### src/rtl/tap_driver_if.sv
// Command/response channel between a test sequencer and the JTAG TAP driver.
interface tap_driver_if #(
  parameter int unsigned MAXLEN = 32
);
  localparam int unsigned LEN_W = $clog2(MAXLEN);

  logic              cmd_valid;
  logic              cmd_ready;
  logic [1:0]        cmd_op;
  logic [LEN_W-1:0]  cmd_len;
  logic [MAXLEN-1:0] cmd_data;
  logic              rsp_valid;
  logic [MAXLEN-1:0] rsp_data;

  // Sequencer side issues commands and consumes responses.
  modport master (
    output cmd_valid, cmd_op, cmd_len, cmd_data,
    input  cmd_ready, rsp_valid, rsp_data
  );

  // Driver side accepts commands and produces responses.
  modport slave (
    input  cmd_valid, cmd_op, cmd_len, cmd_data,
    output cmd_ready, rsp_valid, rsp_data
  );
endinterface

### src/rtl/tap_driver.sv
// JTAG TAP master: lock-step model of the target controller that turns
// reset / IR scan / DR scan / idle commands into TMS/TDI sequences and
// returns the TDO bits captured during the shift states.
module tap_driver #(
  parameter int unsigned MAXLEN = 32
) (
  input  logic         TCK,
  input  logic         TRST_b,
  tap_driver_if.slave  bus,
  output logic         tms,
  output logic         tdi,
  input  logic         tdo_i
);

  localparam int unsigned LEN_W = $clog2(MAXLEN);

  typedef enum logic [3:0] {
    TLR, RTI,
    SEL_DR, CAP_DR, SHIFT_DR, EXIT1_DR, UPD_DR,
    SEL_IR, CAP_IR, SHIFT_IR, EXIT1_IR, UPD_IR
  } tap_state_e;

  typedef enum logic [1:0] {
    OP_RST  = 2'b00,
    OP_IR   = 2'b01,
    OP_DR   = 2'b10,
    OP_IDLE = 2'b11
  } op_e;

  tap_state_e        state;
  tap_state_e        state_nxt;
  logic              busy;
  op_e               op;
  logic [LEN_W-1:0]  len;
  logic [MAXLEN-1:0] data;
  logic [MAXLEN-1:0] rdata;
  logic [LEN_W-1:0]  cnt;
  logic [LEN_W-1:0]  idle_cnt;
  logic [2:0]        rst_cnt;
  logic              shifting;
  logic              done;

  // TMS/TDI come only from registered state so cmd_* never reach the pins.
  always_comb begin
    tms      = 1'b0;
    shifting = (state == SHIFT_DR) || (state == SHIFT_IR);
    if (busy && (op == OP_RST)) begin
      // five ones walk any state into TLR, then a zero lands in RTI
      tms = (rst_cnt != 3'd5);
    end else begin
      case (state)
        RTI:                 tms = busy && (op != OP_IDLE);
        SEL_DR:              tms = busy && (op == OP_IR);
        SHIFT_DR, SHIFT_IR:  tms = (cnt == len);
        EXIT1_DR, EXIT1_IR:  tms = 1'b1;
        default:             tms = 1'b0;
      endcase
    end
    tdi = shifting ? data[cnt] : 1'b0;
  end

  // Target TAP transition function for the states this driver visits.
  always_comb begin
    state_nxt = TLR;
    case (state)
      TLR:      state_nxt = tms ? TLR      : RTI;
      RTI:      state_nxt = tms ? SEL_DR   : RTI;
      SEL_DR:   state_nxt = tms ? SEL_IR   : CAP_DR;
      CAP_DR:   state_nxt = tms ? EXIT1_DR : SHIFT_DR;
      SHIFT_DR: state_nxt = tms ? EXIT1_DR : SHIFT_DR;
      EXIT1_DR: state_nxt = UPD_DR;
      UPD_DR:   state_nxt = tms ? SEL_DR   : RTI;
      SEL_IR:   state_nxt = tms ? TLR      : CAP_IR;
      CAP_IR:   state_nxt = tms ? EXIT1_IR : SHIFT_IR;
      SHIFT_IR: state_nxt = tms ? EXIT1_IR : SHIFT_IR;
      EXIT1_IR: state_nxt = UPD_IR;
      UPD_IR:   state_nxt = tms ? SEL_DR   : RTI;
      default:  state_nxt = TLR;
    endcase
  end

  // Completion: entering RTI from an update/reset, or the last idle edge.
  always_comb begin
    done = 1'b0;
    if (busy) begin
      case (op)
        OP_RST:  done = (rst_cnt == 3'd5);
        OP_IDLE: done = (state == RTI) && (idle_cnt == len);
        default: done = (state == UPD_DR) || (state == UPD_IR);
      endcase
    end
  end

  // Controller state, command latch, capture register and response.
  always_ff @(posedge TCK or negedge TRST_b) begin
    if (!TRST_b) begin
      state         <= TLR;
      busy          <= 1'b0;
      op            <= OP_RST;
      len           <= '0;
      data          <= '0;
      rdata         <= '0;
      cnt           <= '0;
      idle_cnt      <= '0;
      rst_cnt       <= '0;
      bus.cmd_ready <= 1'b0;
      bus.rsp_valid <= 1'b0;
      bus.rsp_data  <= '0;
    end else begin
      state         <= state_nxt;
      bus.rsp_valid <= 1'b0;
      if (bus.cmd_ready && bus.cmd_valid) begin
        busy          <= 1'b1;
        bus.cmd_ready <= 1'b0;
        op            <= op_e'(bus.cmd_op);
        len           <= bus.cmd_len;
        data          <= bus.cmd_data;
        rdata         <= '0;
        cnt           <= '0;
        idle_cnt      <= '0;
        rst_cnt       <= '0;
      end else if (busy) begin
        if (shifting) begin
          rdata[cnt] <= tdo_i;
          if (cnt != len) cnt <= LEN_W'(cnt + 1'b1);
        end
        if (op == OP_RST)  rst_cnt  <= 3'(rst_cnt + 3'd1);
        if (op == OP_IDLE) idle_cnt <= LEN_W'(idle_cnt + 1'b1);
        if (done) begin
          busy          <= 1'b0;
          bus.cmd_ready <= 1'b1;
          bus.rsp_valid <= 1'b1;
          bus.rsp_data  <= ((op == OP_IR) || (op == OP_DR)) ? rdata : '0;
        end
      end else if (state_nxt == RTI) begin
        // arriving in RTI after TAP reset makes the driver available
        bus.cmd_ready <= 1'b1;
      end
    end
  end

endmodule
### src/flat_wrapper.sv
// flat-port wrapper written by rule: the top's interface ports become plain ports
module tap_driver_flat 
#(
  parameter int unsigned MAXLEN = 32
)
  (TCK, TRST_b, tms, tdi, tdo_i, bus_cmd_valid, bus_cmd_op, bus_cmd_len, bus_cmd_data, bus_cmd_ready, bus_rsp_valid, bus_rsp_data);
  tap_driver_if #(.MAXLEN(MAXLEN)) bus_i ();
  input  logic TCK;
  input  logic TRST_b;
  output logic tms;
  output logic tdi;
  input  logic tdo_i;
  input wire logic [$bits(bus_i.cmd_valid)-1:0] bus_cmd_valid;
  input wire logic [$bits(bus_i.cmd_op)-1:0] bus_cmd_op;
  input wire logic [$bits(bus_i.cmd_len)-1:0] bus_cmd_len;
  input wire logic [$bits(bus_i.cmd_data)-1:0] bus_cmd_data;
  output wire logic [$bits(bus_i.cmd_ready)-1:0] bus_cmd_ready;
  output wire logic [$bits(bus_i.rsp_valid)-1:0] bus_rsp_valid;
  output wire logic [$bits(bus_i.rsp_data)-1:0] bus_rsp_data;
  assign bus_i.cmd_valid = bus_cmd_valid;
  assign bus_i.cmd_op = bus_cmd_op;
  assign bus_i.cmd_len = bus_cmd_len;
  assign bus_i.cmd_data = bus_cmd_data;
  assign bus_cmd_ready = bus_i.cmd_ready;
  assign bus_rsp_valid = bus_i.rsp_valid;
  assign bus_rsp_data = bus_i.rsp_data;
  tap_driver #(.MAXLEN(MAXLEN)) u_core (.TCK(TCK), .TRST_b(TRST_b), .bus(bus_i), .tms(tms), .tdi(tdi), .tdo_i(tdo_i));
endmodule
### config.mk
export PLATFORM = sky130hd
export DESIGN_NAME = tap_driver_flat
export DESIGN_NICKNAME = d
export VERILOG_FILES = /design/src/rtl/tap_driver_if.sv /design/src/rtl/tap_driver.sv /design/src/flat_wrapper.sv
export SDC_FILE = /design/constraint.sdc
export NUM_CORES = 1
export LEC_CHECK = 0
export BUFFER_PORTS_ARGS = -buffer_cell sky130_fd_sc_hd__buf_2
export CAP_MARGIN = 20
export CORE_UTILIZATION = 30
export DETAILED_ROUTE_END_ITERATION = 8
export SKIP_LAST_GASP = 1
export SLEW_MARGIN = 20
export SYNTH_ARGS = -nofsm -noshare
export SYNTH_HDL_FRONTEND = slang
export SYNTH_SLANG_ARGS = --single-unit
### constraint.sdc
create_clock -name TCK -period 2.15 [get_ports TCK]
set_input_delay 0 -clock TCK [delete_from_list [all_inputs] [get_ports TCK]]
set_output_delay 0 -clock TCK [all_outputs]
set_load 0.05 [all_outputs]
==> summary by stage <==
Power and ir drop
The switching portion of total power is slightly above 40%. Combinational logic burns 46.3% of the power. The overall power consumption is 0.0120 W. The share of total power dissipated in sequential elements is 30.5%. The clock network power share is between 20% and 30%. The net switching power is 0.00490 W. The leakage component of the power is 3.67 nW.

Dividing total power by cell area gives a power density of roughly 1400 nW/µm². The worst voltage drop across the vdd grid is 0.722 mV. The internal power is 0.00711 W.

Die
The number of core rows is 50. The die is about 140 µm wide. The die covers between 20,000 and 25,000 µm².

The die is 142 µm tall. In this run the standard cell core region covers between 15,000 and 20,000 µm². For this configuration, the core starts out at a cell density of 31.1%. Pin placement for this block handled between 70 and 80 I/O pins.

STA
The fmax is roughly 0.45 GHz. The count of final setup violators is 33. The worst max-slew margin expressed relative to the limit is 59.4%. The hold violation count in the final report was 0. The final critical-path share of the clock period is 104%. For the pin with the worst max-slew slack, the measured transition is about 0.61 ns. The worst slack on hold paths is 0.125 ns.

The number of max-slew violations in the final report is 0. On the final layout, the worst clock skew is 0.00697 ns. The setup TNS is -1.87 ns. Setup repair after global routing could not meet its margin everywhere. The post-route minimum period is 2.24 ns. After layout, the worst setup slack is -0.0932 ns.

Route
For this block, the initial DRC count from the detailed router was 363. In this run the remaining antenna-violating nets after routing total 0. The via count is approximately 4,700. The average routed wire per standard cell is 15.2 µm.

The wire length reported by the detailed router is 15.3 mm. The via density per instance is 4.67. For this run, design rule violations remaining after detail routing come to 0. The first TritonRoute pass finished after 5 iterations.

Clock network
The CTS tree is yes. The sink count of the clock tree is 123. At the later pin of the worst-skew pair, clock insertion delay measures 0.43 ns. CTS built an H-tree with a depth of 4. In this run the deepest clock path goes through 2 buffers.

Clock tree synthesis inserted a total of 17 buffers. The clock root buffer is sky130_fd_sc_hd__clkbuf_16. After clock tree synthesis, the clock-pin slew on the worst setup and hold paths is 0.06 ns.

Synthesis
Synthesis handed over a netlist of 585 instances. For this run, the leading register cell type out of synthesis is sky130_fd_sc_hd__dfrtp_1. The share of synthesized flip-flops with an asynchronous set or reset is 100%. By area the synthesized netlist is led by sky130_fd_sc_hd__dfrtp_1 (52%), sky130_fd_sc_hd__nand2_1 (9.0%), sky130_fd_sc_hd__mux2_2 (7.1%), sky130_fd_sc_hd__a21oi_1 (3.1%), sky130_fd_sc_hd__mux4_2 (3.1%).

The average footprint of a synthesized cell is slightly above 10 µm². The post-synthesis instance area is 5900 µm². Counting flops and latches in the post-synthesis netlist gives 123.

The fraction of the yosys area taken by sequential cells is 52.2%. The number of different library cells used by synthesis comes to 48. The number of enable-type register cells in the synthesized netlist is 0. The area share of the largest cell type after synthesis is 52.2%. The biggest area contributor in the post-synthesis netlist is sky130_fd_sc_hd__dfrtp_1. The Yosys warning count is 0. The net count of the mapped netlist is 637.

GRT
The initial antenna violation count came to 0. The global routing usage on met3 is 4.61%. The number of global-route vias before repair is 4,396. Global routing consumed, on the met1 layer, 19.0% of the routing resources. The largest net degree at the start of global routing is 88.

The total routing usage reported by global routing is 14.2%. The first-pass GRT wire length is about 22 mm. The busiest layer in global routing is met2. The global-route congestion overflow total is 0. The met2 track utilization from global routing is a little over a fifth.

Status
The flow ran to the end, but the final reports show violations. The checks that failed: setup timing.

Hold path
The class of the worst hold path is input pin to async pin.

Finish
The repair_antennas step left the layout with diodes totalling 0. After routing the design area is 8370 µm². The area added between synthesis and finish is 42.0%. The layout cell share with drive strength beyond 1 is between 30% and 40%. The final standard cell count with taps included and fillers excluded is roughly 1,000.

The final layout contains 788 nets.

Setup path
The worst path arrival time is between 2 and 3 ns. STA classifies the critical path startpoint as a flip-flop. Of all nets on the critical path, the largest fanout is 8.

For the worst setup path, the data required time is 2.46 ns. The category of the critical setup timing path is flip-flop to flip-flop. STA classifies the critical path endpoint as a flip-flop.

Flow run
The number of maximum-capacitance constraint violations is 0.

Placed design
The detailed placer's ending HPWL is 8.73 mm. The total placed cells including tap cells is 916. Buffers placed on the I/O ports in this run total 78. Routability-driven placement finished with a final weighted congestion of 0.792.

The cell area after placement is 6770 µm².
-- per-stage QoR --
step	setup slack, ns	utilization [%]
floorplan	0.0280	-
global placement	0.0421	35.7
detailed placement	0.0297	35.7
CTS	-0.117	41.1
global route	-0.150	44.2
finish	-0.0932	44.2
-- worst max-delay path, cell delays in order, from the launching register on --
cell and delay (ns):
sky130_fd_sc_hd__dfrtp_2 0.47, sky130_fd_sc_hd__buf_4 0.18, sky130_fd_sc_hd__nand2b_1 0.20, sky130_fd_sc_hd__o22ai_1 0.23, sky130_fd_sc_hd__nand2_2 0.16, sky130_fd_sc_hd__a221o_4 0.55
sky130_fd_sc_hd__clkbuf_16 0.22, sky130_fd_sc_hd__nand2_2 0.06, sky130_fd_sc_hd__o21ai_1 0.05
-- cell usage after synthesis, types with 8 or more instances --
| library cell | number |
|---|---|
| sky130_fd_sc_hd__xor2_1 | 12 |
| sky130_fd_sc_hd__o21ai_2 | 17 |
| sky130_fd_sc_hd__mux2_2 | 37 |
| sky130_fd_sc_hd__inv_1 | 8 |
| sky130_fd_sc_hd__dfrtp_1 | 123 |
| sky130_fd_sc_hd__buf_2 | 11 |
| sky130_fd_sc_hd__clkbuf_1 | 27 |
| sky130_fd_sc_hd__mux4_2 | 8 |
| sky130_fd_sc_hd__xnor2_1 | 8 |
| sky130_fd_sc_hd__a21oi_1 | 37 |
| sky130_fd_sc_hd__nand3_1 | 35 |
| sky130_fd_sc_hd__o21ai_1 | 15 |
| sky130_fd_sc_hd__nor2_1 | 25 |
| sky130_fd_sc_hd__ha_1 | 9 |
| sky130_fd_sc_hd__nand2_1 | 142 |
-- final timing paths --
kind	startpoint	to	depth (start not counted)	slack [ns]
max	u_core.state[3]	u_core.bus.rsp_data[16]	8	-0.09
min	TRST_b	u_core.bus.rsp_data[5]	2	0.13
max reg2reg	u_core.state[3]	u_core.bus.rsp_data[16]	8	-0.09
min reg2reg	u_core.bus.rsp_data[5]	u_core.bus.rsp_data[5]	2	0.48
max in group asynchronous	TRST_b	u_core.state[3]	3	1.36
min in group TCK	tdo_i	u_core.rdata[5]	3	0.13
-- layout make-up --
cell class	instances	area, µm²
Fill cell	1801	10600
Sequential cell	123	3080
Timing Repair Buffer	175	1450
Multi-Input combinational cell	411	2910
Tap cell	260	325
Inverter	8	30.0
Clock inverter	15	153
Clock buffer	17	425
-- power groups by stage --
stage	Combinational [W]	Sequential [W]	Clock [W]
3_3_place_gp	0.00426	0.00355	0
3_5_place_dp	0.00430	0.00357	0
5_1_grt	0.00595	0.00375	0.00296
2_1_floorplan	0.00244	0.00428	0
6_report	0.00556	0.00366	0.00279
4_1_cts	0.00444	0.00354	0.00285
-- per-layer routing --
layer	wire length, µm	share of wire [%]	up-vias
met1	6940	45	2264
met2	7350	48	115
met3	791	5.2	22
li1	-	-	2311
met5	0	0	-
met4	229	1.5	0
-- registers in the layout, summed over array words and instances, names as in the netlist --
signal,count
u_core.rdata,32
u_core.state,4
u_core.op,2
u_core.cnt,5
u_core.bus.rsp_valid,1
u_core.len,5
u_core.rst_cnt,3
u_core.busy,1
u_core.bus.rsp_data,32
u_core.bus.cmd_ready,1
u_core.idle_cnt,5
u_core.data,32
-- cells in the final DEF, fill, tap and decap left out, types with 24 or more instances in the layout --
| cell | instances |
|---|---|
| sky130_fd_sc_hd__o21ai_2 | 25 |
| sky130_fd_sc_hd__nand3_1 | 34 |
| sky130_fd_sc_hd__dlygate4sd3_1 | 41 |
| sky130_fd_sc_hd__a21oi_1 | 36 |
| sky130_fd_sc_hd__mux2_2 | 37 |
| sky130_fd_sc_hd__buf_2 | 75 |
| sky130_fd_sc_hd__nor2_1 | 24 |
| sky130_fd_sc_hd__dfrtp_1 | 119 |
| sky130_fd_sc_hd__buf_4 | 40 |
| sky130_fd_sc_hd__nand2_1 | 109 |
-- cells by family after synthesis --
family	share of synthesized area, %
mux	10.3
compound gates	10.4
fa+ha+maj	1.91
simple gates	18.0
xor+xnor	2.97
flops	52.2
buf+inv	4.31
-- timing repair --
action | in CTS | in global routing
hold endpoints to repair | 80 | 0
setup buffers | 1 | 10
hold buffers | 41 | 0
endpoints found under the setup margin | 3 | 36
pin swaps | 2 | 48
gates resized for setup | 7 | 89
cloned | 0 | 9
Note: power is estimated with default switching activity, not from simulation.
